$ cat src/rtl/pulse_cdc_checker_ts_fifo.sv
// pulse_cdc_checker_ts_fifo: DEPTH x W timestamp FIFO with simultaneous push/pop and synchronous flush
module pulse_cdc_checker_ts_fifo #(
    parameter int DEPTH = 8,
    parameter int W     = 16
) (
    input  logic                     clk,
    input  logic                     rst,
    input  logic                     flush,
    input  logic                     push,
    input  logic                     pop,
    input  logic [W-1:0]             din,
    output logic                     full,
    output logic                     empty,
    output logic [$clog2(DEPTH):0]   count,
    output logic [W-1:0]             head
);

    localparam int AW = $clog2(DEPTH);

    logic [AW-1:0] wr_ptr_q, wr_ptr_d, rd_ptr_q, rd_ptr_d;
    logic [AW:0]   count_q, count_d;
    logic [W-1:0]  mem_q [DEPTH];
    logic          do_push, do_pop;

    assign full  = count_q == (AW+1)'(DEPTH);
    assign empty = count_q == '0;
    assign count = count_q;
    assign head  = mem_q[rd_ptr_q];

    // A push into a full FIFO is only accepted when a pop frees the head slot in the same cycle
    always_comb begin
        do_pop   = pop & ~empty;
        do_push  = push & (~full | do_pop);
        wr_ptr_d = flush ? '0 : wr_ptr_q + AW'(do_push);
        rd_ptr_d = flush ? '0 : rd_ptr_q + AW'(do_pop);
        count_d  = flush ? '0 : count_q + (AW+1)'(do_push) - (AW+1)'(do_pop);
    end

    // Pointer and occupancy state
    always_ff @(posedge clk or posedge rst) begin
        if (rst) begin
            wr_ptr_q <= '0;
            rd_ptr_q <= '0;
            count_q  <= '0;
        end else begin
            wr_ptr_q <= wr_ptr_d;
            rd_ptr_q <= rd_ptr_d;
            count_q  <= count_d;
        end
    end

    // Storage needs no reset: occupancy gates every read
    always_ff @(posedge clk) begin
        if (do_push && !flush) mem_q[wr_ptr_q] <= din;
    end

endmodule

$ cat config.mk
export PLATFORM = sky130hd
export DESIGN_NAME = pulse_cdc_checker_ts_fifo
export DESIGN_NICKNAME = d
export VERILOG_FILES = /design/src/rtl/pulse_cdc_checker_ts_fifo.sv
export SDC_FILE = /design/constraint.sdc
export NUM_CORES = 1
export LEC_CHECK = 0
export CELL_PAD_IN_SITES_DETAIL_PLACEMENT = 1
export CELL_PAD_IN_SITES_GLOBAL_PLACEMENT = 1
export CORE_MARGIN = 1.5
export CORE_UTILIZATION = 45
export CTS_BUF_LIST = sky130_fd_sc_hd__clkbuf_4
export DETAILED_ROUTE_END_ITERATION = 8
export GPL_TIMING_DRIVEN = 0
export PLACE_DENSITY = 0.76
export SLEW_MARGIN = 15
export SYNTH_ARGS = -nofsm -noshare
export SYNTH_HDL_FRONTEND = slang
export SYNTH_SLANG_ARGS = --single-unit
export TNS_END_PERCENT = 30
$ cat constraint.sdc
create_clock -name clk -period 3.82 [get_ports clk]
set_input_delay 0.764 -clock clk [delete_from_list [all_inputs] [get_ports clk]]
set_output_delay 0.764 -clock clk [all_outputs]
set_load 0.02 [all_outputs]
* Word-level counts from Yosys, hierarchy flattened *
Memories as Yosys holds them, arrays and structs flattened.
Index checks and enable logic that the tools add are counted.

operators by class
  $add $sub $neg = 4
  $mul = 0
  div/mod/pow operators = 0
  order comparisons = 0
  equality and inequality tests = 1
  shift-type cells = 0
  muxes and demuxes = 5
  bitwise logic cells = 5
  reduce and logical (&&, ||, !) cells = 3

operators by type and width
  kind                number
  $add 3x1->3         2
  $mux 3              2
  $add 4x1->4         1
  $eq 4x4->1 const B  1
  $logic_not 4->1     1
  $mux 4              1
  $sub 4x1->4         1
  $and 1x1->1         2
  $mux 1              2
  $not 1->1           2
  $logic_and 1x1->1   1
  $logic_not 1->1     1
  $or 1x1->1          1

storage, ports and cells
  register bits after elaboration = 10
  latch bits = 0
  RAM bits = 128
  bits in read-only memories = 0
  bits of input ports = 21
  output and inout bits = 22
  logic and storage cells = 22
  memories kept = 1

memories
  name   depth  width  read ports  clocked after memory_dff  write ports  RTL line  text
  mem_q  8      16     1           0                         1            22        logic [W-1:0] mem_q [DEPTH];

* Logic depth before layout (Yosys ltp) *
Gate-level depths: netlist of the first run.

  depth in word-level cells = 8
  gate-level depth with buffers = 9
  depth with buffers taken out = 9

* Worst setup path after synthesis of the first run *
Ideal clock, no wire load.

  path kind = input-to-reg
  start point = in pop
  end point = mem mem_q[3][0], enable pin
  library setup time = 0.430 ns
  arrival = 2.680 ns
  required time = 3.390 ns
  path slack = 0.710 ns
  stages on the path = 3
  buffers on the path = 0
  cells stage by stage = nor2b_1 -> o21ai_4 -> nor4_1

between the ends
  longest elaborated chain between the ends = 6

RTL lines
  element                       RTL line  text
  from (decl)                   10        input logic pop,
  $and 1x1->1                   32        do_pop = pop & ~empty;
  $or 1x1->1                    33        do_push = push & (~full | do_pop);
  $and 1x1->1                   33
  $logic_and 1x1->1             54        if (do_push && !flush) mem_q[wr_ptr_q] <= din;
  $mux 1                        54
  $mux 1 (implied by the code)  54
  to (decl)                     22

No other way between the ends.

* Worst setup path after layout of the first run *
  start point = reg rd_ptr_q[1]
  end point = out head[4]

between the ends
  longest elaborated chain between the ends = 1

RTL lines
  element                 RTL line  text
  from (decl)             20        logic [AW-1:0] wr_ptr_q, wr_ptr_d, rd_ptr_q, rd_ptr_d;
  from (signal assigned)  47        rd_ptr_q <= rd_ptr_d;
  $mem_v2 8x16            n/a
  to (decl)               15        output logic [W-1:0] head

No other way between the ends.

==> implementation parameters, run 1 <==
Parameter                              Value

Run status
  Run status    finished clean

Power
  Leakage power total    2.239 nW
  Highest ir drop seen on vdd    approximately 0.27 mV
  Power Total    ~3.7 mW
  Power per Cell Area    563.1 mW/mm2

Detailed routing
  Drt pass-1 iters    4
  Wire length per cell after detailed routing    21.26 um
  Vias/cell    between 5 and 6
  Final Routed Wirelength    10840 um
  Number of design-rule violations left by the first detailed-router iteration    217
  Total number of vias    about 2700
  Final antenna-violating net count    0
  # DRC    0

Clocking
  Clock tree from TritonCTS    built
  CTS-repair resized insts    0
  CTS Buf Count    17
  Clock transition time at the flip-flop clock pins of the worst setup and hold paths    110 ps
  Clock tree root driver cell    clkbuf_4
  Total number of H-tree levels    4
  Setup repair bufs after CTS    0
  Source-to-sink clock delay at the later pin of the worst-skew pair    530 ps
  Clk sink count    138
  Post-cts hold buffer count    0
  Number of buffers on the longest clock path    2

Setup path
  R2R Setup Slk    1300 ps
  Required time of the critical path    3060 ps
  Critical-path cell list    buf_1 > mux4_1 > mux2_2 > clkdlybuf4s50_1
  Critical path startpoint category    flip-flop
  Cell type group with the largest total delay on the critical path    buffers and inverters
  Critical path startpoint    rd_ptr_q[1]$_DFF_PP0_
  FF-to-FF path depth    6
  Count of buffering cells on the critical path with inverters included    2
  Category of the most critical setup path    reg -> out
  Worst reg2reg path endpoint    mem_q[2][6]$_DFFE_PP_
  Worst-path maximum fanout    10
  Startpoint of the worst-slack reg-to-reg timing path    count[2]$_DFF_PP0_
  Critical path's largest stage delay    roughly 600 ps
  Worst EP arrival    2850 ps
  Cell with the largest stage delay on the worst path    buf_1
  Critical path capture point type    primary output

Finish
  Synthesis-to-finish area growth    18.68%
  Finished layout cell area    0.006615 mm2
  Number of non-filler instances in the completed layout    slightly above 500
  Antenna Diode Count    0
  Layout net count    360
  Fraction of the core area covered by cells at the end of the flow    a little over half
  Fraction of layout cells with a size suffix above 1    22.81%

STA
  Fmax    276.6 MHz
  Final Hold Slack    504.5 ps
  Post-Route Skew    approximately 15 ps
  Hold violation count in the final report    0
  Actual slew at the worst max-slew pin    between 900 and 1000 ps
  Max_slew headroom    between 30% and 40%
  Final Max Slew Viols    0
  Time the worst path needs with I/O delays and setup    3616 ps
  Unrepaired setup endpoints after global routing    no
  Final critical-path share of the clock period    between 90% and 100%
  Final setup violation count    0

Floorplan
  Boundary Pins    43
  Height of the chip    ~110 um
  Initial cell density of the core    46.21%
  Die X-Extent    ~110 um
  Core Region    between 0.01 and 0.015 mm2
  Die outline area    around 0.013 mm2
  Rows    40

Synth
  Syn Inst Count    between 200 and 300
  Synth cell types    29
  Leading post-synthesis cells by cell area    edfxtp_1 69%, mux4_1 13%, dfrtp_1 4.5%
  Total nets after synthesis    around 280
  Seq cells post-synth    about 140
  Sequential share of the synthesized area    73.45%
  Post-Synthesis Mean Instance Area    around 22 um2
  Cell taking the most area after synthesis    edfxtp_1
  Yosys synthesis warning count    0
  Post-synth design cell area    roughly 0.0056 mm2
  Area fraction of the dominant cell type after synthesis    between 60 and 70%

Placed design
  Global placer's final weighted congestion    around 0.67
  Port buffer count    42
  Cell Count Post-Placement    about 480
  Detailed Place HPWL    about 7400 um
  Placed instance area    approximately 0.0064 mm2

Global routing
  Global-route wire length before repair    16820 um
  Overflow after GRT    0
  Antenna violations before repair    0
  Global-route usage over all layers    a little under a fifth
  Pin count of the biggest net entering global routing    17
  Via count of the first global-routing pass    ~3000

Hold path
  Tightest Hold Check Type    in -> async

Flow run
  Maximum capacitance violations    0
==> worst reg2reg max path: stages, from the launching register on <==
cell     delay (ps)
dfrtp_1         390
inv_1           110
ha_1            170
or3b_2          500
o21ai_4         320
inv_1           120
and3_1          510
==> Yosys cell counts (all sizes together) <==
master / count
edfxtp: 128
mux4: 32
mux2: 16
dfrtp: 10
ha: 9
inv: 9
buf: 8
nor2b: 7
nor2: 4
nor4: 4
nand2b: 3
nor3: 3
xnor2: 3
a21oi: 2
and3: 2
clkbuf: 2
a31o: 1
fa: 1
mux2i: 1
nand2: 1
nand3: 1
nor3b: 1
o21ai: 1
or2: 1
or3: 1
or3b: 1
==> cells in the final DEF (no fill, tap or decap), types with 2 or more instances in the layout <==
| cell type | instances |
|---|---|
| nor2_1 | 4 |
| mux4_1 | 28 |
| clkinv_2 | 2 |
| clkdlybuf4s50_1 | 42 |
| nor3_2 | 2 |
| mux4_2 | 4 |
| nand2b_1 | 3 |
| edfxtp_1 | 128 |
| xnor2_1 | 3 |
| a21oi_1 | 2 |
| buf_6 | 5 |
| ha_1 | 9 |
| clkinvlp_4 | 2 |
| bufinv_16 | 2 |
| dfrtp_1 | 10 |
| buf_1 | 3 |
| inv_1 | 9 |
| nor4_2 | 4 |
| clkinv_1 | 5 |
| clkbuf_1 | 2 |
| buf_4 | 11 |
| mux2_2 | 16 |
| and3_1 | 2 |
| nor2b_1 | 7 |
| buf_2 | 5 |
| clkbuf_4 | 21 |
==> sequential cells by signal (all words and copies together) (netlist names) <==
register,count
count,4
mem_q,128
rd_ptr_q,3
wr_ptr_q,3
==> kinds of logic (layout without fill, tap and decap cells) <==
group           count (synthesis)  in the layout  share of synthesized area [%]
fa+ha+maj                      10             10                          2.379
compound gates                  4              4                         0.6286
buf+inv                        19            109                          1.840
mux                            49             49                          18.23
flops                         138            138                          73.45
xor+xnor                        3              3                         0.4715
simple gates                   29             29                          3.008
==> through the flow <==
stage	setup slack, ps	setup TNS (ps)
after floorplan	709.7	0
after global placement	-1401	-102050
after detailed placement	721.1	0
after CTS	129.3	0
after global routing	57.66	0
final	204.2	0
==> where the power goes <==
group / switching, mW / internal, mW / leakage [nW]
Sequential: 0.0378 / 1.72 / 1.29
Clock: 0.478 / 0.404 / 0.141
Combinational: 0.512 / 0.572 / 0.809
Total: 1.03 / 2.70 / 2.24
==> layout make-up <==
class / count / area (um2)
Inverter: 9 / 33.78
Clock inverter: 11 / 103.9
Buffer: 10 / 68.82
Multi-Input combinational cell: 95 / 1413
Timing Repair Buffer: 58 / 534.3
Clock buffer: 21 / 157.7
Sequential cell: 138 / 4094
Fill cell: 1064 / 5446
Tap cell: 168 / 210.2
==> per-layer routing <==
layer  wire (um)  global-route usage, %
met3         516                  5.506
met4         156                  6.417
met1        4492                  22.38
met5           0                      0
met2        5678                  31.93
==> worst max-delay path by stage <==
stage	end	slack, ps	depth (start not counted)
floorplan	mem_q[3][0]$_DFFE_PP_	710	3
global placement	mem_q[7][8]$_DFFE_PP_	-1400	4
detailed placement	head[9]	720	4
CTS	head[4]	130	4
global route	head[2]	60	4
finish	head[4]	200	4
Note: power is estimated with default switching activity, not from simulation.
==> inputs of run 2 (changes only) <==
- CTS_CLUSTER_DIAMETER: default -> 150
- SETUP_SLACK_MARGIN: default -> 0.4
==> run 2 against run 1 <==
  * Register-to-register slack hardly changed
  * Routed wire length about the same
  * Clock power about the same
  * Sequential share of layout area down 0.082 points
  * Global-route usage barely moved
  * Worst hold slack improved by 2.6 ps
  * Flip-flop and latch count stayed put
==> implementation parameters, run 2 (synthesis gave the netlist of run 1 again) <==
Parameter                              Value

Detailed routing
  Number of design-rule violations left by the first detailed-router iteration    239
  Drt pass-1 iters    4
  Final antenna-violating net count    0
  Vias/cell    5.222
  Total number of vias    roughly 2700
  Final Routed Wirelength    around 11000 um
  # DRC    0
  Wire length per cell after detailed routing    ~21 um

Power
  Portion of total power attributed to sequential cells    a little under half
  Total internal power    between 2 and 3 mW
  Power per Cell Area    between 500 and 600 mW/mm2
  Leakage power total    ~2.3 nW
  Power Total    about 3.7 mW
  Part of the power in combinational logic    between 20% and 30%
  Share of total power in the clock network    around a quarter
  Highest ir drop seen on vdd    around 0.27 mV
  Switch Pwr    1.026 mW
  Switching Share    27.65%

Finish
  Layout net count    360
  Antenna Diode Count    0
  Most frequent standard cell in the layout excluding fill and tap cells    edfxtp_1
  Synthesis-to-finish area growth    18.83%
  # fillers    1063
  Largest register FFs    128
  Most used cells in the layout excluding fill and tap cells    128 x edfxtp_1, 36 x clkdlybuf4s50_1, 28 x mux4_1
  Fraction of layout cells with a size suffix above 1    23.98%
  Fraction of the core area covered by cells at the end of the flow    54.92%
  Register bank with the most flops    mem_q
  Number of non-filler instances in the completed layout    510

Floorplan
  Rows    40
  Height of the chip    about 110 um
  Boundary Pins    between 40 and 50
  Die X-Extent    between 100 and 150 um
  Initial cell density of the core    46.21%
  Core Region    0.01206 mm2
  Die outline area    0.01306 mm2

Setup path
  R2R Setup Slk    1300 ps
  Worst-path maximum fanout    10
  Critical path capture point type    primary output
  FF-to-FF path depth    6
  Required time of the critical path    about 3000 ps
  Critical path startpoint category    flip-flop
  Worst EP arrival    approximately 2700 ps
  Category of the most critical setup path    reg -> out

Clocking
  Clock transition time at the flip-flop clock pins of the worst setup and hold paths    between 100 and 150 ps
  Clk sink count    around 140
  Post-cts hold buffer count    0
  Clock tree from TritonCTS    built
  Setup repair bufs after CTS    0
  Clock tree root driver cell    clkbuf_4
  Total number of H-tree levels    4
  Source-to-sink clock delay at the later pin of the worst-skew pair    530 ps
  CTS Buf Count    17
  CTS-repair resized insts    7
  Number of buffers on the longest clock path    2

STA
  Unrepaired setup endpoints after global routing    yes
  Final critical-path share of the clock period    89.69%
  Max_slew headroom    35.13%
  Final setup violation count    0
  Final Hold Slack    around 510 ps
  Hold violation count in the final report    0
  Final Max Slew Viols    0
  Worst Slack Setup Final    just under 400 ps
  Time the worst path needs with I/O delays and setup    3426 ps
  Post-Route Skew    about 13 ps
  Fmax    just under 300 MHz
  Actual slew at the worst max-slew pin    roughly 970 ps

Global routing
  Via count of the first global-routing pass    ~3000
  Global-route wire length before repair    16840 um
  Overflow after GRT    0
  Antenna violations before repair    0
  Pin count of the biggest net entering global routing    17
  Global-route usage over all layers    between 10% and 20%

Hold path
  Tightest Hold Check Type    in -> async

Placed design
  Global placer's final weighted congestion    0.6686
  Port buffer count    42
  Cell Count Post-Placement    approximately 480
  Detailed Place HPWL    7425 um
  Worst slack at placement    around 700 ps

Flow run
  Maximum capacitance violations    0

Run status
  Run status    finished clean
[run 2: critical path, cell delays in order, from the launching register on]
cell             delay (ps)
dfrtp_1                 390
buf_6                   140
buf_6                   180
mux4_1                  600
mux2_2                  280
clkdlybuf4s50_1         530
[run 2: path summary, 6_finish.rpt]
check,startpoint,end
max,rd_ptr_q[0]$_DFF_PP0_,head[10]
min,rst,count[2]$_DFF_PP0_
max reg2reg,count[2]$_DFF_PP0_,mem_q[2][6]$_DFFE_PP_
min reg2reg,wr_ptr_q[0]$_DFF_PP0_,wr_ptr_q[0]$_DFF_PP0_
max in group asynchronous,rst,count[1]$_DFF_PP0_
min in group clk,wr_ptr_q[0]$_DFF_PP0_,wr_ptr_q[0]$_DFF_PP0_
[run 2: final cells by class]
cell class                 count  area [um2]  area share (%)
buffer                        10       73.82           1.114
inverter                       9       33.78          0.5100
sequential                   138        4094           61.81
timing repair buffer          58       538.0           8.122
clock buffer                  21       157.7           2.380
multi-input combinational     95        1413           21.33
clock inverter                11       103.9           1.568
tap                          168       210.2           3.173
[run 2: per-stage QoR]
step | TNS (ps) | cell area, um2
after global routing | 0 | 6624
after CTS | 0 | 6616
final | 0 | 6624
after floorplan | 0 | 5574
after global placement | -102050 | 6205
after detailed placement | 0 | 6354
[run 2: power by group through the flow]
stage          sequential, mW  combinational, mW  clock (mW)
2_1_floorplan            1.80              0.685           0
3_3_place_gp             1.79               1.06           0
3_5_place_dp             1.80               1.10           0
4_1_cts                  1.76               1.10       0.904
5_1_grt                  1.77               1.15       0.959
6_report                 1.76               1.07       0.882
[run 2: layer usage]
| layer | vias up | wire length, um | global-route usage, % | part of all wire, % |
|---|---|---|---|---|
| met5 | - | 0 | 0 | 0 |
| met4 | 0 | 175 | 6.417 | 1.6 |
| met3 | 20 | 484 | 5.400 | 4.5 |
| met1 | 1367 | 4517 | 22.49 | 42 |
| li1 | 1211 | - | - | - |
| met2 | 65 | 5657 | 31.93 | 52 |
==> inputs of run 3 (changes only) <==
- CORE_UTILIZATION: 45 -> 53
- PLACE_DENSITY: 0.76 -> 0.87
- clock period: 3.82 -> 3.83 ns (I/O delays scaled with it)
==> run 3 against run 2 <==
  * Sequential share of layout area grew 0.22 points
  * Critical endpoint unchanged
  * Worst setup slack improved by 27 ps
  * Clock skew increased by 2.0 ps
  * Largest power group unchanged
  * Flip-flop and latch count unchanged
  * Design area is 0.36% lower
  * Non-clock buffer count decreased by 2
  * Routed wire length rose by 6.5%
  * Die area down 15%
  * Power rose by 0.85%
==> implementation parameters, run 3 (synthesis gave the netlist of run 1 again) <==
Parameter                              Value

Run status
  Run status    finished clean

Finish
  Most used cells in the layout excluding fill and tap cells    128 x edfxtp_1, 36 x clkdlybuf4s50_1, 28 x mux4_1
  Most frequent standard cell in the layout excluding fill and tap cells    edfxtp_1
  Layout net count    between 300 and 400
  Antenna Diode Count    0
  Largest register FFs    between 100 and 150
  # fillers    860
  Area taken by flip-flops and latches    just over 0.004 mm2
  Fraction of layout cells with a size suffix above 1    24.41%
  Register bank with the most flops    mem_q
  Finished layout cell area    approximately 0.0066 mm2
  Area of the multi-input gates    around 0.0014 mm2
  Synthesis-to-finish area growth    18.41%

Global routing
  Via count of the first global-routing pass    about 3000
  Pin count of the biggest net entering global routing    17
  Global-route usage over all layers    22.75%
  Global-route wire length before repair    17610 um
  Overflow after GRT    0
  Antenna violations before repair    0

Detailed routing
  Total number of vias    around 2800
  Final Routed Wirelength    around 12000 um
  Top routing layer in use    met4
  Sum of routed wire segments on met1    around 4800 um
  Drt pass-1 iters    4
  Number of design-rule violations left by the first detailed-router iteration    143
  Wire length per cell after detailed routing    24.25 um
  # DRC    0
  Vias/cell    5.796
  Amount of wire on met3 after detailed routing    around 400 um
  WL met2    6143 um
  Final antenna-violating net count    0

Placed design
  Detailed Place HPWL    between 7000 and 8000 um
  Global placer's final weighted congestion    about 0.73
  Worst slack at placement    approximately 540 ps
  Port buffer count    42
  Placed instance area    roughly 0.0063 mm2

Clocking
  Clk sink count    138
  CTS Buf Count    17
  Clock tree from TritonCTS    built
  Post-cts hold buffer count    0
  Clock tree root driver cell    clkbuf_4
  Number of buffers on the longest clock path    2
  Total number of H-tree levels    4
  Clock transition time at the flip-flop clock pins of the worst setup and hold paths    between 100 and 150 ps
  Source-to-sink clock delay at the later pin of the worst-skew pair    520 ps

Floorplan
  Boundary Pins    between 40 and 50
  Rows    37
  Die X-Extent    105.6 um
  Initial cell density of the core    between 50% and 60%
  Die outline area    0.01114 mm2
  Height of the chip    roughly 110 um
  Core Region    0.01028 mm2

Setup path
  Critical-path cell list    buf_6 > buf_6 > mux4_1 > mux2_2 > clkdlybuf4s50_1
  Critical path's largest stage delay    about 600 ps
  Worst EP arrival    roughly 2600 ps
  Required time of the critical path    just over 3000 ps
  Category of the most critical setup path    reg -> out
  Critical path capture point type    primary output
  Cell with the largest stage delay on the worst path    mux4_1
  Worst-path maximum fanout    10
  Critical path startpoint category    flip-flop
  Most frequent CP cell    buf_6

STA
  Fmax    approximately 300 MHz
  Final Max Slew Viols    0
  Time the worst path needs with I/O delays and setup    roughly 3400 ps
  Post-Route Skew    around 15 ps
  Unrepaired setup endpoints after global routing    yes
  Worst Slack Setup Final    421.4 ps
  Actual slew at the worst max-slew pin    between 1000 and 1500 ps
  Final critical-path share of the clock period    89.00%
  Final setup violation count    0
  Max_slew headroom    between 30% and 40%
  Hold violation count in the final report    0

Power
  Leakage power total    2.274 nW
  Power per Cell Area    around 570 mW/mm2
  Highest ir drop seen on vdd    about 0.28 mV

Flow run
  Maximum capacitance violations    0

Hold path
  Tightest Hold Check Type    in -> async
run 3: through the flow:
step / TNS (ps) / hold WS, ps / instances / power (mW) / util, %
final: 0 / 525.0 / 476 / 3.742 / 64.22
after global routing: 0 / 551.0 / 476 / 3.898 / 64.22
after CTS: 0 / 502.2 / 476 / 3.788 / 64.15
after detailed placement: 0 / 668.0 / 444 / 2.905 / 61.49
after global placement: -92490 / 605.2 / 430 / 2.833 / 59.98
after floorplan: 0 / 570.0 / 252 / 2.479 / -
run 3: area by class of cell:
cell class / instances / share of cell area (%)
repair buffers: 56 / 8.246
well taps: 136 / 2.578
clock buffers: 19 / 2.161
plain buffers: 10 / 1.118
clock inverters: 13 / 1.953
multi-input cells: 95 / 21.40
flip-flops and latches: 138 / 62.03
inverters: 9 / 0.5118
run 3: timing repair:
action                                  4_1_cts  5_1_grt
setup buffers                                 0        0
endpoints found under the setup margin       16       13
gates resized for setup                       7        3
run 3: worst max-delay path, delay by kind of cell, from the launching register on:
family                 cells  cell delay, ps
flip-flops                 1             390
buffers and inverters      3             860
multiplexers               2             870
run 3: path summary, 6_finish.rpt:
path | startpoint | endpoint | slack, ps | depth (start not counted)
setup / recovery | rd_ptr_q[0]$_DFF_PP0_ | head[10] | 420 | 5
hold / removal | rst | count[0]$_DFF_PP0_ | 520 | 2
setup reg to reg | count[2]$_DFF_PP0_ | mem_q[7][1]$_DFFE_PP_ | 1160 | 7
hold reg to reg | rd_ptr_q[0]$_DFF_PP0_ | rd_ptr_q[0]$_DFF_PP0_ | 680 | 2
max in group asynchronous | rst | wr_ptr_q[1]$_DFF_PP0_ | 2990 | 2
min in group clk | rd_ptr_q[0]$_DFF_PP0_ | rd_ptr_q[0]$_DFF_PP0_ | 680 | 2
run 3: metal layers:
layer | global-route usage (%) | vias to the layer above
met5 | 0 | -
met4 | 8.301 | 0
met3 | 5.504 | 14
met2 | 38.47 | 77
met1 | 28.92 | 1455
li1 | - | 1213
run 3: power breakdown:
group | switching [mW] | total (mW) | leakage, nW | internal (mW)
logic | 0.525 | 1.09 | 0.849 | 0.561
clock network | 0.504 | 0.898 | 0.135 | 0.393
registers | 0.0407 | 1.76 | 1.29 | 1.72
